[src/rtl/cpc_ram_pkg.sv]
// Shared definitions for the CPC RAM banker: config encodings, page numbers
// and the page-to-block mapping used by the decode.
package cpc_ram_pkg;

  localparam logic [2:0] CFG_STD    = 3'd0;
  localparam logic [2:0] CFG_P3     = 3'd1;
  localparam logic [2:0] CFG_ALL    = 3'd2;
  localparam logic [2:0] CFG_P3V    = 3'd3;
  localparam logic [2:0] CFG_P1BASE = 3'd4;

  localparam logic [1:0] PAGE0 = 2'd0;
  localparam logic [1:0] PAGE1 = 2'd1;
  localparam logic [1:0] PAGE2 = 2'd2;
  localparam logic [1:0] PAGE3 = 2'd3;

  typedef enum logic {StIdle, StArmed} latch_state_e;

  // Returns {ext, blk}; blk is meaningless when ext is 0.
  function automatic logic [2:0] map_page(input logic [2:0] cfg, input logic [1:0] p);
    logic       ext;
    logic [1:0] blk;
    ext = 1'b0;
    blk = p;
    case (cfg)
      CFG_STD: ext = 1'b0;
      CFG_P3, CFG_P3V: begin
        ext = (p == PAGE3);
        blk = PAGE3;
      end
      CFG_ALL: begin
        ext = 1'b1;
        blk = p;
      end
      default: begin
        ext = (p == PAGE1);
        blk = cfg[1:0] - CFG_P1BASE[1:0];
      end
    endcase
    return {ext, blk};
  endfunction

endpackage

[src/rtl/cpc_ram_cfg_latch.sv]
// Captures RAM configuration writes into a shadow register while the strobe is
// active and commits them to the active config once the strobe ends.
module cpc_ram_cfg_latch
  import cpc_ram_pkg::*;
#(
  parameter int unsigned BANK_BITS = 3,
  parameter int unsigned NUM_BANKS = 8,
  parameter int unsigned MIRROR    = 0
) (
  input  logic                 clk,
  input  logic                 reset,
  input  logic [15:0]          a,
  input  logic [7:0]           d,
  input  logic                 ioreq_b,
  input  logic                 wr_b,
  output logic [2:0]           cfg,
  output logic [BANK_BITS-1:0] bank
);

  localparam logic [BANK_BITS:0] NumBanksW = (BANK_BITS + 1)'(NUM_BANKS);

  latch_state_e         state_q;
  logic [2:0]           shadow_cfg_q, cfg_q, commit_cfg;
  logic [BANK_BITS-1:0] shadow_bank_q, bank_q, commit_bank, wbank;
  logic [BANK_BITS:0]   mirrored;
  logic                 wsel, unused_a;

  assign wsel     = ~ioreq_b & ~wr_b & ~a[15] & d[7] & d[6];
  assign unused_a = ^a;

  // Bank bits above the three from the data bus come from the inverted upper address.
  if (BANK_BITS > 3) begin : g_ext_bank
    assign wbank = {~a[BANK_BITS+4:8], d[5:3]};
  end else begin : g_std_bank
    assign wbank = d[5:3];
  end

  always_comb begin
    commit_cfg  = shadow_cfg_q;
    commit_bank = shadow_bank_q;
    mirrored    = {1'b0, shadow_bank_q} % NumBanksW;
    if (MIRROR != 0) begin
      commit_bank = mirrored[BANK_BITS-1:0];
    end else if ({1'b0, shadow_bank_q} >= NumBanksW) begin
      commit_cfg = CFG_STD;
    end
  end

  always_ff @(posedge clk) begin
    if (reset) begin
      state_q       <= StIdle;
      shadow_cfg_q  <= '0;
      shadow_bank_q <= '0;
      cfg_q         <= '0;
      bank_q        <= '0;
    end else begin
      case (state_q)
        StIdle: begin
          if (wsel) begin
            shadow_cfg_q  <= d[2:0];
            shadow_bank_q <= wbank;
            state_q       <= StArmed;
          end
        end
        StArmed: begin
          if (wsel) begin
            shadow_cfg_q  <= d[2:0];
            shadow_bank_q <= wbank;
          end else begin
            cfg_q   <= commit_cfg;
            bank_q  <= commit_bank;
            state_q <= StIdle;
          end
        end
        default: state_q <= StIdle;
      endcase
    end
  end

  assign cfg  = cfg_q;
  assign bank = bank_q;

endmodule

[src/rtl/cpc_ram_banker.sv]
// CPC 6128-style RAM expansion: config capture plus combinational decode of the
// live Z80 address into RAMDIS, SRAM chip select and SRAM high address bits.
module cpc_ram_banker
  import cpc_ram_pkg::*;
#(
  parameter int unsigned BANK_BITS = 3,
  parameter int unsigned NUM_BANKS = 8,
  parameter int unsigned MIRROR    = 0
) (
  input  logic                   CLK,
  input  logic                   RESET,
  input  logic [15:0]            A,
  input  logic [7:0]             D,
  input  logic                   IOREQ_B,
  input  logic                   WR_B,
  input  logic                   MREQ_B,
  input  logic                   RFSH_B,
  output logic                   RAMDIS,
  output logic                   RAMCS_B,
  output logic [BANK_BITS+1:0]   RAM_ADR_HI,
  output logic [2:0]             CFG_Q,
  output logic [BANK_BITS-1:0]   BANK_Q
);

  logic [2:0]           cfg;
  logic [BANK_BITS-1:0] bank;
  logic [2:0]           pm;
  logic                 ext;
  logic [1:0]           blk;

  cpc_ram_cfg_latch #(
    .BANK_BITS (BANK_BITS),
    .NUM_BANKS (NUM_BANKS),
    .MIRROR    (MIRROR)
  ) u_cfg_latch (
    .clk     (CLK),
    .reset   (RESET),
    .a       (A),
    .d       (D),
    .ioreq_b (IOREQ_B),
    .wr_b    (WR_B),
    .cfg     (cfg),
    .bank    (bank)
  );

  assign pm  = map_page(cfg, A[15:14]);
  assign ext = pm[2];
  assign blk = pm[1:0];

  // Refresh cycles keep RAMDIS but never select the SRAM.
  assign RAMDIS     = ext;
  assign RAMCS_B    = ~(ext & ~MREQ_B & RFSH_B);
  assign RAM_ADR_HI = ext ? {bank, blk} : '0;
  assign CFG_Q      = cfg;
  assign BANK_Q     = bank;

endmodule

[config.mk]
export PLATFORM = sky130hd
export DESIGN_NAME = cpc_ram_banker
export DESIGN_NICKNAME = d
export VERILOG_FILES = /design/src/rtl/cpc_ram_pkg.sv /design/src/rtl/cpc_ram_cfg_latch.sv /design/src/rtl/cpc_ram_banker.sv
export SDC_FILE = /design/constraint.sdc
export NUM_CORES = 1
export LEC_CHECK = 0
export ABC_AREA = 1
export CELL_PAD_IN_SITES_DETAIL_PLACEMENT = 2
export CELL_PAD_IN_SITES_GLOBAL_PLACEMENT = 2
export CORE_AREA = 2 2 65 67
export DETAILED_ROUTE_END_ITERATION = 16
export DIE_AREA = 0 0 67 69
export PLACE_DENSITY = 0.74
export SLEW_MARGIN = 20
export SYNTH_ARGS = -nofsm -noshare
export SYNTH_HDL_FRONTEND = slang
export SYNTH_SLANG_ARGS = --single-unit
[constraint.sdc]
create_clock -name CLK -period 1 [get_ports CLK]
set_input_delay 0.2 -clock CLK [delete_from_list [all_inputs] [get_ports CLK]]
set_output_delay 0.2 -clock CLK [all_outputs]
set_load 0.005 [all_outputs]
# After elaboration in Yosys (flattened, before gate mapping)
# Cells that the tools add are included.
op_classes:
  eq_ne: 5
  n_mux: 6
  n_bitwise: 12
  n_reduce_logical: 4
op_table:
  columns: ["cell", "count"]
  rows:
  - ["$and 1x1->1", 6]
  - ["$eq 3x2->1 const B", 2]
  - ["$mux 3", 2]
  - ["$not 1->1", 6]
  - ["$mux 5", 1]
  - ["$pmux 2 s2", 1]
  - ["$reduce_or 2->1", 2]
  - ["$eq 3x1->1 const B", 1]
  - ["$logic_not 3->1", 1]
  - ["$pmux 1 s3", 1]
  - ["$eq 2x1->1 const B", 1]
  - ["$eq 2x2->1 const B", 1]
  - ["$reduce_and 2->1", 1]
  - ["$mux 1", 1]
totals:
  ff_bits: 13
  inputBits: 30
  out_inout_bits: 13
  wordCells: 32

# Depth between registers and ports, before layout
# Gate-level depths: netlist (run 1).
logic_depth:
  word_depth: 7
  mapped_depth: 7
  depth_no_buf: 7

# Cells and area by module
# Synthesis (run 1) repeated with hierarchy kept, for this count alone.
hier_totals:
  hier_cells: 92
  hier_area_um2: 654.4
modules_own_cells:
  columns: ["module", "n_inst", "cells_each", "area_per_inst_um2", "seq_area_each_um2"]
  rows:
  - ["cpc_ram_cfg_latch", 1, 66, 540.5, 260.2]
  - ["cpc_ram_banker", 1, 26, 113.9, 0.0]

# Worst setup path before layout (run 1)
# Ideal clock, no wire load.
synth_path:
  path_type: "flip-flop to output port"
  start: "register u_cfg_latch.cfg_q[2] (netlist: u_cfg_latch.cfg[2])"
  end: "output port RAMCS_B"
  arrival_time_ns: 0.856
  t_required_ns: 0.800
  path_slack_ns: -0.056
  path_stages_with_launch: 5
  path_buffers: 0
  path_cell_list: "dfxtp_1 -> xor2_1 -> nand3_1 -> nand2_1 -> nand2_1"
synth_via:
  elab_chain_len: 6
  word_cells_on_any_way: 9
  cone_classes: "3 x eq/ne; 1 x mux; 3 x bitwise; 2 x reduce/logical"
synth_lines:
  columns: ["element", "line_no", "text"]
  rows:
  - ["start, declared", "cpc_ram_cfg_latch.sv:23", "logic [2:0] shadow_cfg_q, cfg_q, commit_cfg;"]
  - ["start signal, assigned", "cpc_ram_cfg_latch.sv:70", "cfg_q <= commit_cfg;"]
  - ["$eq 3x1->1 or $eq 3x2->1 (tied branches)", "cpc_ram_pkg.sv:24", "case (cfg)"]
  - ["$reduce_or 2->1", "cpc_ram_pkg.sv:24", null]
  - ["$pmux 1 s3 *", "cpc_ram_pkg.sv:24", null]
  - ["via RAMDIS", "cpc_ram_banker.sv:18", "output logic RAMDIS,"]
  - ["$and 1x1->1 * (2 in series)", "cpc_ram_banker.sv:52", "assign RAMCS_B = ~(ext & ~MREQ_B & RFSH_B);"]
  - ["$not 1->1 *", "cpc_ram_banker.sv:52", null]
  - ["end, declared", "cpc_ram_banker.sv:19", "output logic RAMCS_B,"]
# Mark *: on every way through the listed nets, which the timed path passes. The rest lies on a longest branch.

# Worst setup path after layout (run 1)
layout_path:
  start: "register u_cfg_latch.cfg_q[2] (netlist: u_cfg_latch.cfg[2])"
  end: "output port RAM_ADR_HI[4]"
layout_via:
  elab_chain_len: 4
  word_cells_on_any_way: 7
  cone_classes: "3 x eq/ne; 2 x mux; 2 x reduce/logical"
layout_lines:
  columns: ["element", "line_no", "text"]
  rows:
  - ["$eq 3x1->1 or $eq 3x2->1 (tied branches)", "cpc_ram_pkg.sv:24", null]
  - ["$reduce_or 2->1", "cpc_ram_pkg.sv:24", null]
  - ["$pmux 1 s3 *", "cpc_ram_pkg.sv:24", null]
  - ["$mux 5 *", "cpc_ram_banker.sv:53", "assign RAM_ADR_HI = ext ? {bank, blk} : '0;"]
  - ["end, declared", "cpc_ram_banker.sv:20", "output logic [BANK_BITS+1:0] RAM_ADR_HI,"]
# Mark *: on every way between the ends. The rest lies on a longest branch, timed or not.

==> results of run 1 <==
-- per-layer routing --
layer	wire (um)	GRT usage [%]
met3	146	2.28
met4	0	4.08
met2	1170	19.4
met5	0	0
met1	864	10.4
-- state kept, by name, summed over array words and instances, names as in the netlist --
register	cells
u_cfg_latch.cfg	3
u_cfg_latch.bank	3
u_cfg_latch.state_q	1
u_cfg_latch.commit_cfg	3
u_cfg_latch.commit_bank	3
-- logic make-up (layout without fill, tap and decap cells) --
group,after synthesis,count (layout),share of synthesized area (%)
flops,13,13,43.5
buf+inv,12,59,10.0
xor+xnor,1,1,1.46
compound gates,15,15,12.8
simple gates,45,45,32.2
-- synth_stat cells --
cell type / number / area share [%]
nand3b_2: 1 / 1.9
nand2_2: 1 / 1.0
nor2_1: 25 / 16
o21ai_0: 6 / 5.0
a21oi_1: 8 / 6.7
nand3_2: 1 / 1.7
nand3b_1: 1 / 1.3
nand2_1: 14 / 8.8
nor2_2: 1 / 1.0
o22ai_1: 1 / 1.0
dfxtp_1: 13 / 44
inv_1: 10 / 6.3
buf_6: 2 / 3.8
xor2_1: 1 / 1.5
nand3_1: 1 / 0.84
-- worst max-delay path, delay by kind of cell (launching register included) --
kind                      cells  cell delay, ps
DFF                           1             400
buffers and inverters         2             280
xor gates and xnor gates      1             170
and+or+nand+nor               1             140
AOI/OAI and AO/OA             1             110
-- power breakdown --
part           switching [uW]  total [uW]  leakage (uW)  internal, uW
clock network             184         466     0.0000228           281
registers                7.49         528      0.000109           520
logic                    70.1         164      0.000413          94.0
-- cell type report --
type,count,area (um^2),area share (%)
Tap cell,50,62.6,5.23
Clock buffer,4,45.0,3.77
Inverter,10,37.5,3.14
Sequential cell,13,277,23.1
Timing Repair Buffer,45,398,33.3
Multi-Input combinational cell,61,377,31.5
-- final timing paths --
check | endpoint | cells after the start
setup / recovery | RAM_ADR_HI[4] | 5
setup reg to reg | u_cfg_latch.cfg[2] | 5
hold reg to reg | u_cfg_latch.cfg[2] | 2
hold / removal | u_cfg_latch.cfg[2] | 2
-- timing repair --
item	in CTS	in global routing
setup buffers	3	1
gates resized for setup	93	15
endpoints found under the setup margin	26	24
pin swaps	12	6
-- per-stage QoR --
stage | setup TNS, ps | util, %
3_5_place_dp | -14210 | 26.3
6_report | -3320 | 30.6
4_1_cts | -3520 | 29.1
2_1_floorplan | -44.3 | -
3_3_place_gp | -13280 | 26.3
5_1_grt | -3860 | 30.6
==> key figures, run 1 <==
Critical path
  – Critical path arrival: between 1000 and 1500 ps
  – Setup Crit Path Kind: flop to primary output
  – R2r setup slk: 140 ps
  – Worst Path Required: ~800 ps
  – Max stage delay cell, worst path: dfxtp_4
  – Worst flop-to-flop path startpoint: u_cfg_latch.cfg[2]
  – Worst setup startpoint: u_cfg_latch.cfg[2]
  – Crit path launch type: flop
  – Max stage delay on crit path: about 400 ps
  – Crit path max fanout: 6
  – Worst-path cell chain: xor2_4, nand3_4, buf_6, a21oi_2, buf_2
  – CP Capture Type: primary output

Placed design
  – Placed cell count: between 150 and 200
  – Placer Congestion: 0.614
  – # port buffers: 28
  – Post-DP Area: ~1000 um^2
  – Place WS: -960 ps
  – Post-DP HPWL: 1620 um

Synth
  – Post-Syn Nets: between 100 and 150
  – FF+latch count, synth: 13
  – Mapped Area: ~600 um^2
  – Cells after Synth: 86
  – Post-synthesis cell type count: 15
  – YS warnings: 0
  – Post-synthesis sequential area ratio: between 40% and 50%
  – Post-synthesis average cell area: ~7 um^2

Floorplanning
  – I/O pin count: 43
  – Std cell rows: 23
  – Die Area: approximately 4600 um^2
  – Die H: between 60 and 70 um
  – Core Area: 3910 um^2
  – Starting Density: 15.3%
  – Die Width: about 67 um

Clock tree
  – CTS tree: yes
  – Clk slew on worst S/H paths: roughly 50 ps
  – Clock Sinks: 13
  – Hold-fix buffers at CTS: 0
  – CTS root buffer: clkbuf_8
  – Skew-Pair Late Insertion Delay: 240 ps
  – Deepest clock path buffer count: 2
  – CTS Buf Count: 3
  – Htree depth: 1

Final layout
  – Layout Nets: between 150 and 200
  – Synth-to-layout area growth: 100%
  – Layout cells sized above 1: between 40% and 50%
  – Leading cell type in the layout, fill and taps excluded: nor2_1
  – Post-route insts no fill: approximately 180
  – Leading cell types in the layout, fill and taps excluded: nor2_1, buf_6, nand2_1
  – N_diodes: 0
  – Final instance area: ~1200 um^2
  – Fillcell total: about 460

Status
  – Status: finished, violations left
  – Violated checks: negative setup slack

Hold path
  – Worst Hold Launch: u_cfg_latch.commit_cfg[2]
  – Min-delay worst type: flop to flop

STA
  – Final setup vio count: 9
  – Worst Setup Slack, final: -551 ps
  – Slew HR: 87.2%
  – Crit path time final: 1550 ps
  – Final worst-path cycle share: 155%
  – Clock skew: between 1 and 1.5 ps
  – Final Hold Slack: between 400 and 500 ps
  – Fmax: roughly 640 MHz
  – Slew Viols, Final: 0
  – Slew @ Worst Pin: roughly 190 ps
  – Final hold vios: 0
  – RSZ-0062 raised after global routing: yes

Detailed routing
  – Initial detailed-routing violation count: 16
  – Vias: a little over 700
  – WL/cell: roughly 12 um
  – DRC viols: 0
  – Via density: slightly below 4
  – Total Wirelength: approximately 2200 um
  – Initial DRT Pass Iterations: 2
  – Antenna Nets Post-Route: 0

Global route
  – Initial antenna violation count: 0
  – Vias in the first global route: between 800 and 900
  – Largest net degree at the start of global routing: 9
  – All-Layer GR Usage: between 10 and 15%
  – First-pass GRT wire length: roughly 3700 um
  – GR Overflow Total: 0

Power
  – P_leak: between 0.0005 and 0.0006 uW
  – Cell Pwr Density: roughly 970 nW/um^2
  – Total power: 1160 uW
  – Worst IR drop on VDD: between 300 and 400 uV

Job
  – Max cap viols: 0
Power figures use the tool's default switching activity.
==> run 2: changes to the inputs <==
Settings changed: CORE_AREA 2 2 65 67 to 5 5 68 70, DIE_AREA 0 0 67 69 to 0 0 73 75, SETUP_SLACK_MARGIN from default to 0.2.
==> key figures, run 2 (same netlist as run 1, synthesis figures left out) <==
Global route
  – Initial antenna violation count: 0
  – First-pass GRT wire length: 4200 um
  – GR Overflow Total: 0
  – All-Layer GR Usage: 10.2%
  – Vias in the first global route: 940
  – Largest net degree at the start of global routing: 9

Final layout
  – Synth-to-layout area growth: 122%
  – Final instance area: 1330 um^2
  – Leading cell types in the layout, fill and taps excluded: nor2_1, buf_6, buf_4
  – Fillcell total: 457
  – Sequential cell area: approximately 270 um^2
  – Leading cell type in the layout, fill and taps excluded: nor2_1
  – Layout Nets: around 170
  – N_diodes: 0
  – Area taken by multi-input logic gates: between 400 and 500 um^2
  – Post-route insts no fill: about 190
  – Layout cells sized above 1: a little under three fifths
  – Final Util: 33.9%

Hold path
  – Hold Path End: u_cfg_latch.state_q
  – Worst Hold Launch: RESET
  – Min-delay worst type: input port to flop
  – Worst Hold Depth: 3

Critical path
  – Worst Reg-to-Reg Cells: 7
  – R2R Path End: u_cfg_latch.cfg[2]
  – CP Capture Type: primary output
  – Max stage delay on crit path: 390 ps
  – Critical path arrival: 1340 ps
  – Worst flop-to-flop path startpoint: u_cfg_latch.cfg[2]
  – Setup Crit Path Kind: flop to primary output
  – R2r setup slk: -20 ps
  – Max stage delay cell, worst path: dfxtp_4
  – Crit path launch type: flop
  – Crit path max fanout: 5
  – Worst-path cell chain: xor2_4, nand3_4, buf_6, a21oi_2, buf_2
  – Worst Path Required: about 800 ps

Detailed routing
  – Initial detailed-routing violation count: 16
  – Total Wirelength: roughly 2700 um
  – Vias: around 780
  – Antenna Nets Post-Route: 0
  – Via density: ~4.1
  – DRC viols: 0
  – Initial DRT Pass Iterations: 2
  – WL/cell: between 10 and 15 um

STA
  – Slew HR: 83.5%
  – Clock skew: between 0.6 and 0.7 ps
  – Slew @ Worst Pin: 248 ps
  – Final setup vio count: 10
  – Final worst-path cycle share: 154%
  – Total negative setup slack: -3860 ps
  – RSZ-0062 raised after global routing: yes
  – Crit path time final: 1540 ps
  – Worst Setup Slack, final: -543 ps
  – Final hold vios: 0
  – Fmax: between 600 and 700 MHz
  – Slew Viols, Final: 0

Power
  – Cell Pwr Density: approximately 900 nW/um^2
  – P_leak: 0.000605 uW
  – Worst IR drop on VDD: 292 uV

Placed design
  – Post-DP Area: ~1000 um^2
  – Post-DP HPWL: 1630 um
  – Placer Congestion: 0.767
  – Placed cell count: ~180
  – Place WS: -975 ps
  – # port buffers: 28

Clock tree
  – Deepest clock path buffer count: 2
  – CTS Buf Count: 3
  – Clk slew on worst S/H paths: around 50 ps
  – Htree depth: 1
  – Hold-fix buffers at CTS: 0
  – Skew-Pair Late Insertion Delay: about 240 ps
  – CTS root buffer: clkbuf_8
  – Clock Sinks: 13
  – CTS tree: yes

Floorplanning
  – Die Area: between 5000 and 6000 um^2
  – I/O pin count: 43
  – Die H: 75 um
  – Starting Density: 15.3%
  – Die Width: about 73 um
  – Std cell rows: 23
  – Core Area: approximately 4000 um^2

Status
  – Status: finished, violations left
  – Violated checks: negative setup slack

Job
  – Max cap viols: 0
[run 2: changes by cell type in the layout (fill, tap and decap cells not counted), moves of 2 or more]
cell     change
buf_6        +8
dfxtp_4      -2
nand2_1      -3
dfxtp_2      +2
buf_4        +2
o21ai_1      -2
nand2_2      +3
o21ai_2      +3
[run 2: worst max path at each step]
stage,start,end,slack (ps),cells past startpoint
floorplan,u_cfg_latch.cfg[2],RAMCS_B,-10,4
CTS,u_cfg_latch.cfg[2],RAM_ADR_HI[4],-590,5
global placement,A[15],RAM_ADR_HI[4],-880,5
detailed placement,A[15],RAM_ADR_HI[4],-970,5
finish,u_cfg_latch.cfg[2],RAM_ADR_HI[1],-540,5
global route,u_cfg_latch.cfg[2],RAM_ADR_HI[0],-620,5
[run 2: area by class of cell]
| type | count | area share (%) |
|---|---|---|
| multi-input combinational | 61 | 30.7 |
| clock buffer | 4 | 3.40 |
| timing repair buffer | 54 | 37.7 |
| inverter | 10 | 3.02 |
| sequential | 13 | 20.5 |
| tap | 50 | 4.72 |
[run 2: critical path, delay by kind of cell (launching register included)]
family                    cells  cell delay (ps)
DFF                           1              390
buffers and inverters         2              260
xor gates and xnor gates      1              190
and+or+nand+nor               1              140
AOI/OAI and AO/OA             1              110
[run 2: per-stage QoR]
step	total power, uW	hold WS, ps
floorplan	593	272
global placement	687	458
detailed placement	692	478
CTS	1190	359
global route	1260	393
finish	1190	361
[run 2: what timing repair did]
action	4_1_cts	5_1_grt
resized for setup	115	14
setup endpoints to repair	26	26
setup buffers	10	2
pin swaps	12	12
[run 2: power breakdown]
part / switching, uW / internal, uW
logic: 81.8 / 107
clock network: 190 / 282
registers: 7.38 / 525
total: 280 / 914
[run 2: layer usage]
layer / vias to the layer above / global-route usage (%) / part of all wire, %
li1: 377 / - / -
met1: 365 / 10.0 / 32
met2: 29 / 20.3 / 59
met3: 7 / 1.34 / 5.5
met4: 0 / 6.15 / 3.3
met5: - / 0 / 0
